--- config.mk ---
export PLATFORM = sky130hd
export DESIGN_NAME = multi_cycle_alu
export DESIGN_NICKNAME = d
export VERILOG_FILES = /design/src/rtl/alu_pkg.sv /design/src/rtl/shift_step.sv /design/src/rtl/multi_cycle_alu.sv
export SDC_FILE = /design/constraint.sdc
export NUM_CORES = 1
export LEC_CHECK = 0
export BUFFER_PORTS_ARGS = -buffer_cell sky130_fd_sc_hd__buf_2
export CELL_PAD_IN_SITES_DETAIL_PLACEMENT = 2
export CELL_PAD_IN_SITES_GLOBAL_PLACEMENT = 2
export CORE_AREA = 3 3 100 102
export DETAILED_ROUTE_END_ITERATION = 10
export DIE_AREA = 0 0 103 105
export PLACE_DENSITY = 0.71
export SYNTH_ARGS = -nofsm -noshare
export SYNTH_HDL_FRONTEND = slang
export SYNTH_SLANG_ARGS = --single-unit
--- constraint.sdc ---
create_clock -name CLK -period 2.43 [get_ports CLK]
set_input_delay 0 -clock CLK [delete_from_list [all_inputs] [get_ports CLK]]
set_output_delay 0 -clock CLK [all_outputs]
set_load 0.02 [all_outputs]
--- src/rtl/alu_pkg.sv ---
// Shared operation codes, FSM states and the reserved-opcode check
// used by the multi-cycle ALU and its shift step.
package alu_pkg;

    typedef enum logic [2:0] {
        OP_MUL = 3'b000,
        OP_SLL = 3'b001,
        OP_SRL = 3'b010,
        OP_SRA = 3'b011,
        OP_ROR = 3'b100
    } op_t;

    typedef enum logic [1:0] {
        S_IDLE = 2'b00,
        S_RUN  = 2'b01,
        S_FIN  = 2'b10
    } state_t;

    function automatic logic op_reserved(input logic [2:0] op);
        return op > OP_ROR;
    endfunction

endpackage

--- src/rtl/shift_step.sv ---
// One-bit shift/rotate step shared by every shift operation; MUL and
// reserved codes pass the value through unchanged.
module shift_step
    import alu_pkg::*;
(
    input  logic [7:0] value,
    input  logic [2:0] op,
    output logic [7:0] next_value
);

    always_comb begin
        next_value = value;
        case (op)
            OP_SLL:  next_value = {value[6:0], 1'b0};
            OP_SRL:  next_value = {1'b0, value[7:1]};
            OP_SRA:  next_value = {value[7], value[7:1]};
            OP_ROR:  next_value = {value[0], value[7:1]};
            default: next_value = value;
        endcase
    end

endmodule

--- src/rtl/multi_cycle_alu.sv ---
// Iterative 8-bit ALU: shift-add multiply and shifts/rotates at one
// bit per cycle, with a one-cycle DONE pulse that qualifies the write.
module multi_cycle_alu
    import alu_pkg::*;
(
    input  logic       CLK,
    input  logic       RESET,
    input  logic [7:0] DATA1,
    input  logic [7:0] DATA2,
    input  logic [2:0] OP,
    input  logic       START,
    output logic [7:0] RESULT,
    output logic       BUSY,
    output logic       DONE,
    output logic       ZERO
);

    state_t     state, state_nx;
    logic [7:0] opa, opa_nx;
    logic [7:0] opb, opb_nx;
    logic [2:0] opc, opc_nx;
    logic [3:0] count, count_nx;
    logic [7:0] acc, acc_nx;
    logic [7:0] result_nx;
    logic [7:0] step_out;
    logic [7:0] iter_acc;
    logic [3:0] load_count;

    shift_step u_shift_step (
        .value      (acc),
        .op         (opc),
        .next_value (step_out)
    );

    always_ff @(posedge CLK) begin
        if (RESET) begin
            state  <= S_IDLE;
            opa    <= '0;
            opb    <= '0;
            opc    <= '0;
            count  <= '0;
            acc    <= '0;
            RESULT <= '0;
        end else begin
            state  <= state_nx;
            opa    <= opa_nx;
            opb    <= opb_nx;
            opc    <= opc_nx;
            count  <= count_nx;
            acc    <= acc_nx;
            RESULT <= result_nx;
        end
    end

    always_comb begin
        state_nx   = state;
        opa_nx     = opa;
        opb_nx     = opb;
        opc_nx     = opc;
        count_nx   = count;
        acc_nx     = acc;
        result_nx  = RESULT;
        BUSY       = (state == S_RUN);
        DONE       = (state == S_FIN);
        ZERO       = (RESULT == '0);
        // MUL adds the shifted multiplicand when the current multiplier LSB is set
        iter_acc   = (opc == OP_MUL) ? (opb[0] ? acc + opa : acc) : step_out;
        load_count = (OP == OP_MUL) ? 4'd8 : {1'b0, DATA2[2:0]};

        case (state)
            S_IDLE, S_FIN: begin
                state_nx = S_IDLE;
                if (START) begin
                    opa_nx   = DATA1;
                    opb_nx   = (OP == OP_MUL) ? DATA2 : {5'b0, DATA2[2:0]};
                    opc_nx   = OP;
                    count_nx = load_count;
                    acc_nx   = (OP == OP_MUL) ? '0 : DATA1;
                    if (load_count == 4'd0 || op_reserved(OP)) begin
                        state_nx  = S_FIN;
                        result_nx = DATA1;
                        count_nx  = '0;
                    end else begin
                        state_nx  = S_RUN;
                    end
                end
            end
            S_RUN: begin
                acc_nx   = iter_acc;
                count_nx = count - 4'd1;
                if (opc == OP_MUL) begin
                    opa_nx = {opa[6:0], 1'b0};
                    opb_nx = {1'b0, opb[7:1]};
                end
                if (count == 4'd1) begin
                    state_nx  = S_FIN;
                    result_nx = iter_acc;
                end
            end
            default: state_nx = S_IDLE;
        endcase
    end

endmodule

==> results of run 1 <==
## kinds of logic after synthesis
group / Yosys count
simple gates: 140
buf+inv: 38
flops: 41
fa+ha+maj: 11
xor+xnor: 2
mux: 10
compound gates: 106
## synth_stat cells (3+ instances only)
library cell,count
dfxtp_1,41
nand3_1,17
a311oi_1,17
o21ai_0,15
a31oi_1,7
mux2i_1,8
nor2_1,30
o22ai_1,6
and3_1,3
buf_6,3
nand2b_1,9
o211ai_1,3
o21ai_1,5
nand2_1,48
nor2b_1,7
inv_1,14
clkbuf_1,8
nor3_1,6
buf_2,11
a21oi_1,24
a211oi_1,3
ha_1,9
a21o_1,3
## state kept, by name (all words and copies together) (netlist names)
signal  flops
count       4
opc         3
state       2
opb         8
opa         8
acc         8
RESULT      8
## final timing paths
path	slack, ps	depth (start not counted)	endpoint	start
worst max-delay path	240	8	RESULT[2]	acc[0]
worst min-delay path	20	3	opb[1]	DATA2[1]
worst max register to register	240	8	RESULT[2]	acc[0]
worst min register to register	490	2	opb[7]	opb[7]
## routing by layer
metal  routed length [um]  vias up
met5                    0        -
met4                  122        0
met3                  335        9
met2                 4910       39
met1                 4560     1395
li1                     -     1344
## power groups by stage
stage               Sequential, mW  Clock (mW)  Combinational, mW
global route                 0.845       0.476              0.684
global placement             0.843           0              0.577
floorplan                    0.822           0              0.419
finish                       0.831       0.440              0.606
detailed placement           0.846           0              0.596
CTS                          0.831       0.451              0.612
## critical path, cell delays in order (launching register included)
cell and delay, ps:
dfxtp_1 460, ha_1 220, inv_1 60, fa_1 380, nor2b_1 140, o311ai_0 350, and4_1 280, a21oi_1 50
a21oi_1 160
## area by class of cell
type                    instances  area [sq um]
inverters                      14          52.6
multi-input cells             269          1700
clock buffers                   5          68.8
fillers                      1088          6060
well taps                     111           139
flip-flops and latches         41           821
clock inverters                 1          5.00
repair buffers                 53           343
==> impl_metrics.py, run 1 <==
metrics = {
    "global_route": {
        "grt_pass1_vias": 3068,
        "top_usage_layer": "met2",
        "grt_first_pass_wirelength_mm": 16.8,
        "antenna_found_initial": 0,
        "use_met2_pct": 33.2,
        "gr-usage-met1_pct": 26.7,
        "grt_usage_pct": 19.9,
        "met3_usage_pct": 2.74,
        "globalRouteOverflowTotal": 0,
        "grt_max_degree": 31,
    },
    "layout": {
        "stdcell_area_sq_um": 3130,
        "fin_util_pct": 34.1,
        "final_cell_mix": "nand2_1 (48), dfxtp_1 (41), buf_2 (32)",
        "drive_above_1_share_pct": 17.5,
        "area_growth_pct": 15.6,
        "instances_no_fill": 494,
        "num_antenna_cells": 0,
        "fin_nets": 416,
        "final_common_cell": "nand2_1",
    },
    "synthesis": {
        "synth_area_per_cell_sq_um": 7.79,
        "ys_seq_area_share_pct": 30.3,
        "synth-xor-area-share_pct": 0.646,
        "yosysTopAreaCell": "dfxtp_1",
        "synth_ff_type": "dfxtp_1",
        "syn_nets": 380,
        "synth_fa_ha_area_share_pct": 5.31,
        "synthArstFlopShare_pct": 0,
        "netlist.area_leader.share_pct": 30.3,
        "syn-cell-area_sq_um": 2710,
        "synth-seq-cells": 41,
        "synth-compound-area-share_pct": 27.6,
        "synthTopCellsByArea": "dfxtp_1 (30%), nand2_1 (6.6%), a311oi_1 (5.5%), a21oi_1 (4.4%), ha_1 (4.2%)",
        "synth_top_family_by_area": "compound AO/OA/AOI/OAI gates",
        "synth-simple-area-share_pct": 25.3,
        "yosys_warnings": 0,
        "syn_inst": 348,
        "synth_edf_count": 0,
        "ys_types": 63,
        "synthMuxAreaShare_pct": 3.92,
    },
    "timing": {
        "worst_clock_skew_ps": 8.15,
        "finalHoldViolations": 0,
        "fin_tns_setup_ps": 0,
        "rsz0062_at_grt": "false",
        "slew_violations": 0,
        "setup_viol": 0,
        "max_freq_mhz": 457,
        "layout_setup_ws_ps": 243,
        "period_needed_ps": 2190,
        "whs_ps": 22.4,
        "fin_crit_sh_pct": 90.0,
        "relSlewSlack_pct": 56.8,
        "worst_pin_slew_ps": 647,
    },
    "clock_network": {
        "numCtsBuffers": 5,
        "cts.sinks": 41,
        "clk_pin_slew_worst_paths_ps": 80,
        "htreeDepth": 2,
        "cts_setup_buffers": 0,
        "cts_resized": 0,
        "cts_hold_buf": 10,
        "insertion_delay_ps": 300,
        "cts_tree": "done",
        "ctsRootBufferMaster": "clkbuf_8",
        "ctsLongestPathBuffers": 2,
    },
    "power_and_ir_drop": {
        "power_mw": 1.88,
        "max-vdd-ir-drop_uv": 226,
        "pwr-share-seq_pct": 44.3,
        "switching_share_pct": 37.5,
        "powerDensity_nw_per_um2": 599,
        "power_leakage_nw": 1.26,
        "pwr-share-clk_pct": 23.4,
        "p_comb_share_pct": 32.3,
        "internal-power_mw": 1.17,
        "p_sw_mw": 0.704,
    },
    "floorplan": {
        "dieArea_sq_um": 10800,
        "core_region_area_sq_um": 9200,
        "io_pins": 33,
        "die_w_um": 103,
        "initial_core_util_pct": 29.5,
        "die_h_um": 105,
        "rows": 35,
    },
    "place": {
        "preCtsSetupSlack_ps": 250,
        "postPlaceCellArea_sq_um": 2960,
        "hpwlAfterDp_mm": 7.42,
        "dp_cells": 478,
        "io_buffers": 32,
        "gp_routability_congestion": 0.860,
    },
    "worst_setup_path": {
        "end_kind": "flip-flop",
        "setup.worst_path.class": "flip-flop to flip-flop",
        "startpoint_type": "flip-flop",
        "required_ps": 2670,
        "path_max_fanout": 7,
        "cp_data_arrival_time_ps": 2420,
    },
    "drt": {
        "vias": 2787,
        "antenna_left": 0,
        "drtIter0Drc": 111,
        "drt_wl_total_mm": 9.93,
        "drt_first_pass_iters": 4,
        "via_per_inst": 5.64,
        "drcViolationCount": 0,
        "wl_per_cell_um": 20.1,
    },
    "worst_hold_path": {
        "hold_path_class": "primary input to flip-flop",
    },
    "status": {
        "outcome": "completed",
    },
    "run": {
        "drv_cap": 0,
    },
}
Power figures use the tool's default switching activity.
==> run 2, diff against run 1 <==
--- a/config.mk
+++ b/config.mk
@@ -5,13 +5,14 @@
 export SDC_FILE = /design/constraint.sdc
 export NUM_CORES = 1
 export LEC_CHECK = 0
-export BUFFER_PORTS_ARGS = -buffer_cell sky130_fd_sc_hd__buf_2
 export CELL_PAD_IN_SITES_DETAIL_PLACEMENT = 2
 export CELL_PAD_IN_SITES_GLOBAL_PLACEMENT = 2
 export CORE_AREA = 3 3 100 102
 export DETAILED_ROUTE_END_ITERATION = 10
 export DIE_AREA = 0 0 103 105
-export PLACE_DENSITY = 0.71
+export DONT_BUFFER_PORTS = 1
+export MAX_ROUTING_LAYER = met4
+export PLACE_DENSITY = 0.66
 export SYNTH_ARGS = -nofsm -noshare
 export SYNTH_HDL_FRONTEND = slang
 export SYNTH_SLANG_ARGS = --single-unit
==> constraint.sdc (replaced) <==
create_clock -name CLK -period 2.71 [get_ports CLK]
set_input_delay 0 -clock CLK [delete_from_list [all_inputs] [get_ports CLK]]
set_output_delay 0 -clock CLK [all_outputs]
set_load 0.02 [all_outputs]
==> impl_metrics.py, run 2 (synthesis results as in run 1) <==
metrics = {
    "status": {
        "outcome": "completed",
    },
    "worst_setup_path": {
        "crit_chain": "ha_1 > a21o_1 > a21oi_1 > a211oi_1 > nor3b_2 > a221oi_2 > dlygate4sd3_1",
        "crit_family": "compound AO/OA/AOI/OAI gates",
        "path_max_fanout": 6,
        "required_ps": 2900,
        "startpoint_type": "flip-flop",
        "critPathBufInv": 1,
        "slowest_delay_ps": 570,
        "cp_data_arrival_time_ps": 2750,
        "end_kind": "flip-flop",
        "setup.worst_path.class": "flip-flop to flip-flop",
        "cpMaxStageDelayCell": "dlygate4sd3_1",
    },
    "timing": {
        "fin_crit_sh_pct": 94.3,
        "worst_clock_skew_ps": 9.17,
        "fin_tns_setup_ps": 0,
        "layout_setup_ws_ps": 155,
        "slew_violations": 0,
        "relSlewSlack_pct": 52.2,
        "setup_viol": 0,
        "whs_ps": 10.5,
        "max_freq_mhz": 391,
        "rsz0062_at_grt": "false",
        "finalHoldViolations": 0,
        "worst_pin_slew_ps": 716,
        "period_needed_ps": 2560,
    },
    "clock_network": {
        "clk_pin_slew_worst_paths_ps": 90,
        "insertion_delay_ps": 300,
        "ctsRootBufferMaster": "clkbuf_8",
        "cts.sinks": 41,
        "htreeDepth": 2,
        "ctsLongestPathBuffers": 2,
        "numCtsBuffers": 5,
        "cts_tree": "done",
    },
    "drt": {
        "drt_first_pass_iters": 4,
        "via_per_inst": 5.76,
        "wl_per_cell_um": 21.8,
        "vias": 2751,
        "drcViolationCount": 0,
        "antenna_left": 0,
        "drt_wl_total_mm": 10.4,
        "drtIter0Drc": 121,
    },
    "global_route": {
        "globalRouteOverflowTotal": 0,
        "grt_first_pass_wirelength_mm": 16.8,
        "antenna_found_initial": 0,
        "grt_max_degree": 35,
        "grt_usage_pct": 20.8,
        "grt_pass1_vias": 2929,
    },
    "place": {
        "hpwlAfterDp_mm": 7.15,
        "io_buffers": 0,
        "gp_routability_congestion": 0.834,
        "dp_cells": 441,
        "preCtsSetupSlack_ps": 419,
    },
    "layout": {
        "instances_no_fill": 478,
        "drive_above_1_share_pct": 8.99,
        "final_cell_mix": "nand2_1 (48), dfxtp_1 (41), nor2_1 (30)",
        "area_growth_pct": 16.1,
        "fillers": 1056,
        "fin_nets": 398,
        "final_common_cell": "nand2_1",
        "num_antenna_cells": 0,
    },
    "floorplan": {
        "core_region_area_sq_um": 9200,
        "die_w_um": 103,
        "initial_core_util_pct": 29.5,
        "io_pins": 33,
        "die_h_um": 105,
        "rows": 35,
        "dieArea_sq_um": 10800,
    },
    "power_and_ir_drop": {
        "powerDensity_nw_per_um2": 539,
        "max-vdd-ir-drop_uv": 212,
        "power_leakage_nw": 1.20,
    },
    "run": {
        "drv_cap": 0,
    },
    "worst_hold_path": {
        "hold_path_class": "primary input to flip-flop",
    },
}
run 2: metal layers:
metal / part of all wire (%) / GRT usage (%) / vias to the layer above
li1: - / - / 1307
met2: 52 / 35.4 / 41
met4: 1.2 / 4.90 / 0
met1: 43 / 25.5 / 1397
met3: 3.3 / 3.00 / 6
met5: 0 / - / -
run 2: final timing paths:
kind,startpoint,endpoint,slack [ps],depth (start not counted)
worst max-delay path,opa[3],acc[5],150,7
worst min-delay path,DATA1[7],acc[7],10,2
worst max register to register,opa[3],acc[5],150,7
worst min register to register,opb[1],opb[0],490,2
run 2: metrics by stage:
| stage | util [%] | power, mW | instance area, sq um |
|---|---|---|---|
| 6_report | 34.2 | 1.70 | 3150 |
| 5_1_grt | 34.2 | 1.82 | 3150 |
| 4_1_cts | 34.2 | 1.71 | 3150 |
| 3_5_place_dp | 30.0 | 1.24 | 2760 |
| 3_3_place_gp | 30.0 | 1.22 | 2760 |
| 2_1_floorplan | - | 1.11 | 2710 |
run 2: final cells by class:
cell class,instances,area [sq um],area share [%]
sequential,41,821,26.1
clock inverter,3,17.5,0.557
clock buffer,5,68.8,2.19
tap,111,139,4.41
inverter,14,52.6,1.67
multi-input combinational,269,1700,54.1
timing repair buffer,35,345,11.0
run 2: where the power goes:
part	total, mW	leakage, nW	switching, mW	internal [mW]
clock	0.418	0.0439	0.239	0.178
sequential	0.768	0.338	0.103	0.664
combinational	0.510	0.822	0.297	0.213
run 2: what timing repair did:
| action | in CTS | in global routing |
|---|---|---|
| endpoints found under the hold margin | 40 | 0 |
| resized for setup | 0 | 0 |
| endpoints found under the setup margin | 0 | 0 |
| setup buffers | 0 | 0 |
| hold buffers | 29 | 0 |
